### src/rtl/factorial_pkg.sv
// Shared types and constants for the factorial engine.
package factorial_pkg;

  localparam int N_W = 4;
  localparam int F_W = 16;

  localparam logic [15:0] ONE = 16'd1;

  typedef enum logic [1:0] {
    IDLE = 2'd0,
    CALC = 2'd1,
    DONE = 2'd2
  } state_t;

endpackage

### src/rtl/factorial_mul.sv
// Combinational unsigned A_W x B_W shift-add multiplier; the product is
// truncated to A_W bits, so results wrap modulo 2^A_W.
module factorial_mul #(
  parameter int A_W = factorial_pkg::F_W,
  parameter int B_W = factorial_pkg::N_W
) (
  input  logic [A_W-1:0] a,
  input  logic [B_W-1:0] b,
  output logic [A_W-1:0] prod
);

  // Accumulate a shifted copy of a for every set bit of b.
  always_comb begin
    prod = '0;
    for (int i = 0; i < B_W; i++) begin
      if (b[i]) begin
        prod = prod + (a << i);
      end
    end
  end

endmodule

### src/rtl/factorial_unit.sv
// Iterative factorial engine: one multiply per clock, level start/done
// handshake, registered result.
//
//   state | meaning
//   ------+-----------------------------------------------------------
//   IDLE  | waiting for start; fact holds the last result
//   CALC  | acc *= cnt, cnt -= 1 each edge; finishes when cnt == 2
//   DONE  | done high with result on fact until start drops
module factorial_unit
  import factorial_pkg::*;
#(
  parameter int N_W = factorial_pkg::N_W,
  parameter int F_W = factorial_pkg::F_W
) (
  input  logic           clk,
  input  logic           reset_n,   // active-high synchronous reset
  input  logic           start,
  input  logic [N_W-1:0] data1,
  output logic           done,
  output logic [F_W-1:0] fact
);

  state_t         state_q;
  state_t         state_nxt;
  logic [F_W-1:0] acc_q;
  logic [N_W-1:0] cnt_q;
  logic [F_W-1:0] prod;

  logic           small_op;
  logic           last_step;
  logic           load_op;
  logic           step;
  logic           fact_ld_one;
  logic           fact_ld_prod;
  logic           done_set;
  logic           done_clr;

  // 0! and 1! skip the multiply loop entirely.
  assign small_op  = (data1 <= N_W'(1));
  assign last_step = (cnt_q == N_W'(2));

  factorial_mul #(
    .A_W (F_W),
    .B_W (N_W)
  ) u_mul (
    .a    (acc_q),
    .b    (cnt_q),
    .prod (prod)
  );

  // State register.
  always_ff @(posedge clk) begin
    if (reset_n) begin
      state_q <= IDLE;
    end else begin
      state_q <= state_nxt;
    end
  end

  // Next-state logic.
  always_comb begin
    state_nxt = state_q;
    case (state_q)
      IDLE: begin
        if (start) begin
          state_nxt = small_op ? DONE : CALC;
        end
      end
      CALC: begin
        if (last_step) begin
          state_nxt = DONE;
        end
      end
      DONE: begin
        if (!start) begin
          state_nxt = IDLE;
        end
      end
      default: state_nxt = IDLE;
    endcase
  end

  // Datapath control decoded from the current state.
  always_comb begin
    load_op      = 1'b0;
    step         = 1'b0;
    fact_ld_one  = 1'b0;
    fact_ld_prod = 1'b0;
    done_set     = 1'b0;
    done_clr     = 1'b0;
    case (state_q)
      IDLE: begin
        if (start) begin
          load_op     = 1'b1;
          fact_ld_one = small_op;
          done_set    = small_op;
        end
      end
      CALC: begin
        step         = 1'b1;
        fact_ld_prod = last_step;
        done_set     = last_step;
      end
      DONE: begin
        done_clr = !start;
      end
      default: ;
    endcase
  end

  // Operand, accumulator and output registers.
  always_ff @(posedge clk) begin
    if (reset_n) begin
      acc_q <= F_W'(ONE);
      cnt_q <= '0;
      fact  <= '0;
      done  <= 1'b0;
    end else begin
      if (load_op) begin
        cnt_q <= data1;
        acc_q <= F_W'(ONE);
      end else if (step) begin
        cnt_q <= cnt_q - N_W'(1);
        acc_q <= prod;
      end
      if (fact_ld_one) begin
        fact <= F_W'(ONE);
      end else if (fact_ld_prod) begin
        fact <= prod;
      end
      if (done_set) begin
        done <= 1'b1;
      end else if (done_clr) begin
        done <= 1'b0;
      end
    end
  end

endmodule

### config.mk
export PLATFORM = sky130hd
export DESIGN_NAME = factorial_unit
export DESIGN_NICKNAME = d
export VERILOG_FILES = /design/src/rtl/factorial_pkg.sv /design/src/rtl/factorial_mul.sv /design/src/rtl/factorial_unit.sv
export SDC_FILE = /design/constraint.sdc
export NUM_CORES = 1
export LEC_CHECK = 0
export BUFFER_PORTS_ARGS = -buffer_cell sky130_fd_sc_hd__buf_4
export CORE_UTILIZATION = 40
export DETAILED_ROUTE_END_ITERATION = 6
export PLACE_DENSITY = 0.64
export SYNTH_ARGS = -nofsm -noshare
export SYNTH_HDL_FRONTEND = slang
export SYNTH_SLANG_ARGS = --single-unit
### constraint.sdc
create_clock -name clk -period 15.6 [get_ports clk]
set_clock_uncertainty 0.05 [all_clocks]
set_input_delay 0.78 -clock clk [delete_from_list [all_inputs] [get_ports clk]]
set_output_delay 0.78 -clock clk [all_outputs]
set_load 0.1 [all_outputs]
==> impl_metrics.tcl, run 1 <==
set metrics [dict create \
    fin_nets 592 \
    vias 3854 \
    syn_nets 588 \
    io_pins 24 \
    initial_core_util_pct 41.51 \
    syn_inst 540 \
    wire_per_inst_um 15.02 \
    worst_slew_pin_slew_ns 1.055 \
    synth_area_sq_um 4076 \
    core_sq_um 9819 \
    setup_viol 0 \
    synth-simple-area-share_pct 20.10 \
    synth-edff-count 0 \
    cts.sinks 39 \
    h-tree-depth 2 \
    pwr-share-seq_pct 40.4 \
    worstSetupStartpoint "cnt_q[0]$_SDFFE_PP0P_" \
    synthXorXnorAreaFrac_pct 7.090 \
    holdBufCountCts 0 \
    crit_path_top_delay_cell "dfxtp_1" \
    cts_setup_buffers 0 \
    rsz0062_at_grt "false" \
    syn_to_final_growth_pct 6.906 \
    synth_compound_area_share_pct 30.48 \
    num_rows 36 \
    overflow 0 \
    gp_routability_congestion 0.9702 \
    ant_nets 0 \
    io_buffers 23 \
    grtUsageTotal_pct 20.03 \
    final_common_cell "nor2_1" \
    fmax_mhz 145.9 \
    power_leakage_nw 1.862 \
    final_cell_mix "66 x nor2_1, 54 x nand2_1, 52 x a21oi_1" \
    pwr-share-comb_pct 30.4 \
    n_fill_cell 1051 \
    grt_pass1_vias 3517 \
    die_area_sq_um 10600 \
    cpPeakStageDelay_ns 0.95 \
    cts-root-buf "clkbuf_8" \
    clkPwrFrac_pct 29.2 \
    cts_resized 0 \
    first_pass_iters 5 \
    reg2reg_from "cnt_q[0]$_SDFFE_PP0P_" \
    synth_warnings 0 \
    drc 0 \
    crit_path_end_kind "flop" \
    required_ns 15.69 \
    hp-start "fact[7]$_SDFFE_PP0P_" \
    utilization_pct 44.38 \
    synth_area_per_cell_sq_um 7.549 \
    cts_max_path_buffers 2 \
    status "finished clean" \
    dr.first_iter.drc_count 138 \
    cap_viol_max_count 0 \
    clkTransAtPathRegs_ns 0.08 \
    grt_pass1_wl_um 16810 \
    die_w_um 103.0 \
    numCtsBuffers 5 \
    p_per_area_nw_per_um2 67.63 \
    startpoint_type "flop" \
    yosys-mux-area-fraction_pct 3.284 \
    min_period_ns 6.853 \
    p_sw_share_pct 37.34 \
    finalWirelength_um 10180 \
    ys.flop_type "dfxtp_1" \
    ys_ff_latch 39 \
    cts_tree "built" \
    hold_viol 0 \
    p_total_uw 294.7 \
    synth_top_family_by_area "compound AO/OA/AOI/OAI gates" \
    p_int_uw 184.7 \
    crit_arrival_ns 6.94 \
    async_reset_ff_share_pct 0 \
    synthDistinctLibCells 77 \
    grt_max_degree 31 \
    fin_tns_setup_ns 0 \
    hpwl_um 7858 \
    final_layout_size_suffix_gt1_share_pct 11.19 \
    period_share_pct 43.93 \
    synth.yosys.seq_area_share_pct 19.15 \
    clock_latency_ns 0.29 \
    max-vdd-ir-drop_mv 0.04939 \
    hp-class "reg2reg" \
    relSlewSlack_pct 29.49 \
    drt-vias-per-instance 5.684 \
    die_y_um 103.0 \
    crit_fanout 30 \
    path_class "reg2reg" \
    power.switching_uw 110.1 \
    synth_fa_ha_area_share_pct 13.14 \
    drv_slew 0 \
    antenna_found_initial 0 \
    diodes 0 \
]
==> registers in the layout, summed over array words and instances (netlist names) <==
signal	cells
cnt_q	4
fact	16
done	1
state_q	2
acc_q	16
==> cell families after synthesis <==
logic type,count (synthesis)
buf+inv,52
fa+ha+maj,41
simple gates,179
xor+xnor,33
mux,12
compound gates,184
flops,39
==> critical path: cells and delay by family (launching register included) <==
family	cells	cell delay (ns)
AOI/OAI and AO/OA	13	2.31
adders and majority gates	4	1.28
and+or+nand+nor	8	1.26
DFF	1	0.95
buffers and inverters	1	0.47
xor gates and xnor gates	2	0.35
==> per-layer routing <==
layer	vias up	GRT usage (%)	share of wire [%]
met5	-	0	0
met4	0	4.009	1.4
met3	13	2.237	2.8
met2	61	35.49	48
met1	1823	26.18	48
li1	1957	-	-
==> stage by stage <==
| step | cells | hold slack [ns] | worst slack (ns) | cell area, sq um |
|---|---|---|---|---|
| final | 678 | 0.4025 | 8.747 | 4358 |
| after global placement | 670 | 0.3914 | 8.968 | 4245 |
| after floorplan | 540 | 0.4361 | 10.00 | 4076 |
| after detailed placement | 670 | 0.3946 | 8.923 | 4245 |
| after global routing | 678 | 0.4305 | 8.058 | 4358 |
| after CTS | 678 | 0.4059 | 8.869 | 4358 |
==> final timing paths <==
path | to | slack, ns | cells after the start
worst min-delay path | fact[7]$_SDFFE_PP0P_ | 0.40 | 2
worst max-delay path | acc_q[15]$_SDFFE_PP0P_ | 8.75 | 28
worst max register to register | acc_q[15]$_SDFFE_PP0P_ | 8.75 | 28
worst min register to register | fact[7]$_SDFFE_PP0P_ | 0.40 | 2
==> cell usage after synthesis (all sizes together) (6+ instances only) <==
library cell	n	share of area (%)
nand2	55	5.1
mux2i	7	1.9
dfxtp	39	19
o21ai	40	5.1
nor2	66	6.1
inv	22	2.0
nand2b	8	1.2
xor2	6	1.3
o31ai	6	1.2
a211oi	14	2.7
nand3	7	0.86
xnor2	27	5.8
clkbuf	19	2.6
a21oi	52	6.4
a21o	15	2.8
nor3	17	2.3
buf	7	1.4
and2	6	0.95
ha	38	12
==> layout make-up <==
cell class              count  area, sq um  area share, %
well taps                 133        166.4          3.819
inverters                  24        90.09          2.067
clock inverters             3        43.79          1.005
multi-input cells         449         3020          69.31
clock buffers               5        68.82          1.579
repair buffers             25        187.7          4.307
flip-flops and latches     39        780.7          17.92
==> power groups by stage <==
stage | Combinational, mW | Sequential (mW) | Clock, mW
after floorplan | 0.0696 | 0.123 | 0
after global placement | 0.0877 | 0.121 | 0
after detailed placement | 0.0890 | 0.121 | 0
after CTS | 0.0895 | 0.119 | 0.0884
after global routing | 0.0988 | 0.121 | 0.0918
final | 0.0894 | 0.119 | 0.0862
No activity file was read; power rests on OpenSTA's default activity.
==> inputs of run 2 (changes only) <==
==> constraint.sdc (replaced) <==
create_clock -name clk -period 6.6 [get_ports clk]
set_clock_uncertainty 0.05 [all_clocks]
set_input_delay 0.33 -clock clk [delete_from_list [all_inputs] [get_ports clk]]
set_output_delay 0.33 -clock clk [all_outputs]
set_load 0.1 [all_outputs]
==> run 2 against run 1 <==
Effect of this change: sequential share of layout area fell by 0.082 points; sequential cell count is the same; register-to-register slack worse by 8.2 ns; first-iteration DRC count is 59% higher; combinational power rose by 140%; setup slack worse by 8.2 ns; wire length is 2.1% higher; total power grew 140%; cell count is 0.29% higher; via count grew 0.54%.
==> impl_metrics.tcl, run 2 (same netlist as run 1, synthesis figures left out) <==
set metrics [dict create \
    setup_ws_ns 0.5392 \
    min_period_ns 6.061 \
    crit_family "compound AO/OA/AOI/OAI gates" \
    die_y_um 103.0 \
    whs_path_depth 2 \
    first_pass_iters 4 \
    reg2reg_from "cnt_q[0]$_SDFFE_PP0P_" \
    crit_path_top_delay_cell "or4_1" \
    dr.first_iter.drc_count 219 \
    multi_input_area_sq_um 3020 \
    worstSetupStartpoint "cnt_q[0]$_SDFFE_PP0P_" \
    fin_tns_setup_ns 0 \
    die_area_sq_um 10600 \
    crit_fanout 14 \
    required_ns 6.68 \
    finalWirelength_um 10400 \
    ff_latch_area_sq_um 780.7 \
    max-vdd-ir-drop_mv 0.1416 \
    h-tree-depth 2 \
    gp_routability_congestion 0.9442 \
    fmax_mhz 165.0 \
    grtUsageTotal_pct 19.93 \
    power_leakage_nw 1.876 \
    grt_pass1_vias 3470 \
    period_share_pct 91.83 \
    cts_max_path_buffers 2 \
    startpoint_type "flop" \
    crit_path_end_kind "flop" \
    dpl_worst_slack_ns 0.6342 \
    reg2reg_slack_ns 0.54 \
    numCtsBuffers 5 \
    n_fill_cell 1052 \
    grt_pass1_wl_um 16610 \
    cts_resized 0 \
    cpPeakStageDelay_ns 0.53 \
    wire_per_inst_um 15.29 \
    min_to "cnt_q[0]$_SDFFE_PP0P_" \
    drc 0 \
    cts_tree "built" \
    cts.sinks 39 \
    path_class "reg2reg" \
    cts_setup_buffers 0 \
    core_sq_um 9819 \
    drt-vias-per-instance 5.699 \
    fin_nets 594 \
    p_per_area_nw_per_um2 161.9 \
    worst_slew_pin_slew_ns 1.084 \
    relSlewSlack_pct 27.58 \
    hp-class "in2reg" \
    io_buffers 23 \
    holdBufCountCts 0 \
    final_cell_mix "66 x nor2_1, 54 x nand2_1, 52 x a21oi_1" \
    syn_to_final_growth_pct 7.397 \
    crit_buf_inv 1 \
    overflow 0 \
    final_common_cell "nor2_1" \
    diodes 0 \
    initial_core_util_pct 41.51 \
    hold_viol 0 \
    drv_slew 0 \
    ant_nets 0 \
    reg2reg_to "acc_q[15]$_SDFFE_PP0P_" \
    ff2ff_path_depth 28 \
    setup_viol 0 \
    clock_latency_ns 0.30 \
    die_w_um 103.0 \
    cap_viol_max_count 0 \
    grt_max_degree 30 \
    hpwl_um 7985 \
    rsz0062_at_grt "false" \
    io_pins 24 \
    hp-start "reset_n" \
    reg_top3 "acc_q (16), fact (16), cnt_q (4)" \
    clkTransAtPathRegs_ns 0.09 \
    crit_arrival_ns 6.14 \
    vias 3875 \
    num_rows 36 \
    final_layout_size_suffix_gt1_share_pct 11.52 \
    status "finished clean" \
    antenna_found_initial 0 \
    cts-root-buf "clkbuf_8" \
]
[run 2: cell count changes in the layout (fill, tap and decap cells not counted), sizes merged]
cell,before,now
clkbuf,5,6
clkinv,4,3
buf,25,27
[run 2: worst max path at each step]
stage	slack (ns)	cells after the start	end
final	0.54	28	acc_q[15]$_SDFFE_PP0P_
after global routing	0.09	27	acc_q[15]$_SDFFE_PP0P_
after CTS	0.60	28	acc_q[15]$_SDFFE_PP0P_
after detailed placement	0.63	28	acc_q[15]$_SDFFE_PP0P_
after global placement	0.72	28	acc_q[15]$_SDFFE_PP0P_
after floorplan	1.00	30	acc_q[15]$_SDFFE_PP0P_
[run 2: layout make-up]
cell class | count | area share (%)
inverter | 24 | 2.058
multi-input combinational | 449 | 68.99
clock buffer | 6 | 1.886
sequential | 39 | 17.83
clock inverter | 2 | 0.8002
timing repair buffer | 27 | 4.630
tap | 133 | 3.801
[run 2: layer usage]
metal | wire length, um | global-route usage, % | part of all wire [%]
met5 | 0 | 0 | 0
met4 | 190 | 4.442 | 1.8
met3 | 416 | 2.508 | 4.0
met2 | 4847 | 34.36 | 47
met1 | 4946 | 26.46 | 48
[run 2: stage by stage]
| step | power [mW] | instance area (sq um) | utilization (%) | hold WS (ns) | cells |
|---|---|---|---|---|---|
| after floorplan | 0.4548 | 4076 | - | 0.4361 | 540 |
| final | 0.7088 | 4378 | 44.58 | 0.2316 | 680 |
| after global placement | 0.4945 | 4260 | 43.39 | 0.3935 | 672 |
| after global routing | 0.7509 | 4378 | 44.58 | 0.2276 | 680 |
| after CTS | 0.7159 | 4378 | 44.58 | 0.2241 | 680 |
| after detailed placement | 0.4989 | 4260 | 43.39 | 0.3962 | 672 |
[run 2: report_power, final]
part / switching, mW / internal (mW) / total (mW) / leakage (nW)
Sequential: 0.0277 / 0.248 / 0.276 / 0.317
Combinational: 0.143 / 0.0768 / 0.219 / 1.50
Clock: 0.0913 / 0.122 / 0.214 / 0.0612
Total: 0.261 / 0.447 / 0.709 / 1.88
==> inputs of run 3 (changes only) <==
--- a/config.mk
+++ b/config.mk
@@ -8,7 +8,8 @@
 export BUFFER_PORTS_ARGS = -buffer_cell sky130_fd_sc_hd__buf_4
 export CORE_UTILIZATION = 40
 export DETAILED_ROUTE_END_ITERATION = 6
-export PLACE_DENSITY = 0.64
+export GPL_ROUTABILITY_DRIVEN = 0
+export PLACE_DENSITY = 0.66
 export SYNTH_ARGS = -nofsm -noshare
 export SYNTH_HDL_FRONTEND = slang
 export SYNTH_SLANG_ARGS = --single-unit
==> constraint.sdc (replaced) <==
create_clock -name clk -period 5.3 [get_ports clk]
set_clock_uncertainty 0.05 [all_clocks]
set_input_delay 0.265 -clock clk [delete_from_list [all_inputs] [get_ports clk]]
set_output_delay 0.265 -clock clk [all_outputs]
set_load 0.1 [all_outputs]
==> run 3 against run 2 <==
Effect of this change: critical path depth decreased by 3; via count is 6.4% higher; die area unchanged; sequential share of layout area shrank 2.4 points; count of clock-buffer cells in the layout fell by 1; non-clock buffer count is 50 higher; worst hold slack lost 0.075 ns; clock power is 21% higher; first-iteration DRC count decreased by 11%; critical endpoint unchanged; largest power group is now combinational logic.
==> impl_metrics.tcl, run 3 (same netlist as run 1, synthesis figures left out) <==
set metrics [dict create \
    fin_nets 644 \
    clock_latency_ns 0.30 \
    clkTransAtPathRegs_ns 0.09 \
    hold_viol 0 \
    die_y_um 103.0 \
    crit_path_top_delay_cell "or4_4" \
    dr.first_iter.drc_count 196 \
    crit_arrival_ns 5.29 \
    rsz0062_at_grt "true" \
    crit_family "compound AO/OA/AOI/OAI gates" \
    path_class "reg2reg" \
    worst_slew_pin_slew_ns 1.117 \
    required_ns 5.40 \
    ant_nets 0 \
    period_share_pct 97.98 \
    h-tree-depth 2 \
    status "finished clean" \
    fin_cells 730 \
    cap_viol_max_count 0 \
    drv_slew 0 \
    antenna_found_initial 0 \
    io_pins 24 \
    core_sq_um 9819 \
    die_w_um 103.0 \
    dp_cells 708 \
    fmax_mhz 192.6 \
    cts.sinks 39 \
    min_period_ns 5.193 \
    holdBufCountCts 0 \
    grt_pass1_vias 3791 \
    cpPeakStageDelay_ns 0.51 \
    cts-root-buf "clkbuf_8" \
    first_pass_iters 4 \
    p_per_area_nw_per_um2 182.4 \
    final_layout_size_suffix_gt1_share_pct 27.97 \
    fin_area_sq_um 5111 \
    startpoint_type "flop" \
    cts_tree "built" \
    initial_core_util_pct 41.51 \
    syn_to_final_growth_pct 25.38 \
    crit_fanout 6 \
    diodes 0 \
    setup_viol 0 \
    max-vdd-ir-drop_mv 0.1034 \
    grt_max_degree 30 \
    num_rows 36 \
    crit_buf_inv 2 \
    power_leakage_nw 2.154 \
    relSlewSlack_pct 25.38 \
    io_buffers 23 \
    final_common_cell "buf_4" \
    crit_path_end_kind "flop" \
    n_fill_cell 960 \
    vias 4122 \
    numCtsBuffers 5 \
    utilization_pct 52.05 \
    reg_top3 "acc_q (16), fact (16), cnt_q (4)" \
    cpMostUsedCell "ha_4" \
    overflow 0 \
    cts_max_path_buffers 2 \
    grtUsageTotal_pct 21.71 \
    final_cell_mix "75 x buf_4, 60 x nor2_1, 53 x nand2_1" \
    dpl_cell_area_sq_um 4548 \
    hp-class "in2reg" \
    drt-vias-per-instance 5.647 \
    wire_per_inst_um 15.97 \
    grt_pass1_wl_um 18150 \
    drc 0 \
    hpwl_um 8416 \
    die_area_sq_um 10600 \
    finalWirelength_um 11660 \
]
## run 3: cell types whose count changed in the layout (fill, tap and decap cells not counted), sizes merged
cell	delta
clkbuf	-1
buf	+50
clkinv	+1
## run 3: what timing repair did
item                                    CTS  global route
buffers inserted                          3            11
pin swaps                                 4            36
resized for setup                         8            63
endpoints found under the setup margin    2             4
## run 3: through the flow
step                      power [mW]  hold slack [ns]  TNS [ns]  setup WS (ns)
after CTS                     0.8981           0.1524         0       0.001428
final                         0.9320           0.1565         0         0.1069
after global placement        0.6321           0.3925  -0.03818       -0.03818
after floorplan               0.5687           0.4198         0        0.01785
after global routing          0.9815           0.1661   -0.3197        -0.1842
after detailed placement      0.6393           0.3964   -0.1762        -0.1396
## run 3: power by group
group,switching (mW),internal [mW]
Combinational,0.212,0.127
Sequential,0.0252,0.309
Clock,0.118,0.140
Total,0.355,0.577
## run 3: final timing paths
path                                       startpoint                       to  slack, ns  depth (start not counted)
worst max-delay path            acc_q[1]$_SDFFE_PP0P_   acc_q[15]$_SDFFE_PP0P_       0.11                         25
worst min-delay path                          reset_n  state_q[1]$_SDFFE_PP0P_       0.16                          2
worst max register to register  acc_q[1]$_SDFFE_PP0P_   acc_q[15]$_SDFFE_PP0P_       0.11                         25
worst min register to register   fact[7]$_SDFFE_PP0P_     fact[7]$_SDFFE_PP0P_       0.41                          2
## run 3: layout make-up
class | count | area, sq um | area share (%)
multi-input combinational | 449 | 3358 | 65.70
sequential | 39 | 787.0 | 15.40
timing repair buffer | 77 | 594.3 | 11.63
tap | 133 | 166.4 | 3.256
inverter | 24 | 92.59 | 1.812
clock buffer | 5 | 68.82 | 1.346
clock inverter | 3 | 43.79 | 0.8568
## run 3: routing by layer
metal	track usage, %	share of wire [%]	vias to the layer above
met1	27.48	45	1982
met2	38.62	50	71
li1	-	-	2053
met5	0	0	-
met3	2.576	3.2	16
met4	6.176	1.5	0
## run 3: worst reg2reg max path, delay by kind of cell, from the launching register on
kind | cells | cell delay [ns]
adders and majority gates | 3 | 0.81
AOI/OAI and AO/OA | 12 | 1.95
DFF | 1 | 0.34
xor gates and xnor gates | 3 | 0.49
buffers and inverters | 2 | 0.33
and+or+nand+nor | 5 | 1.05
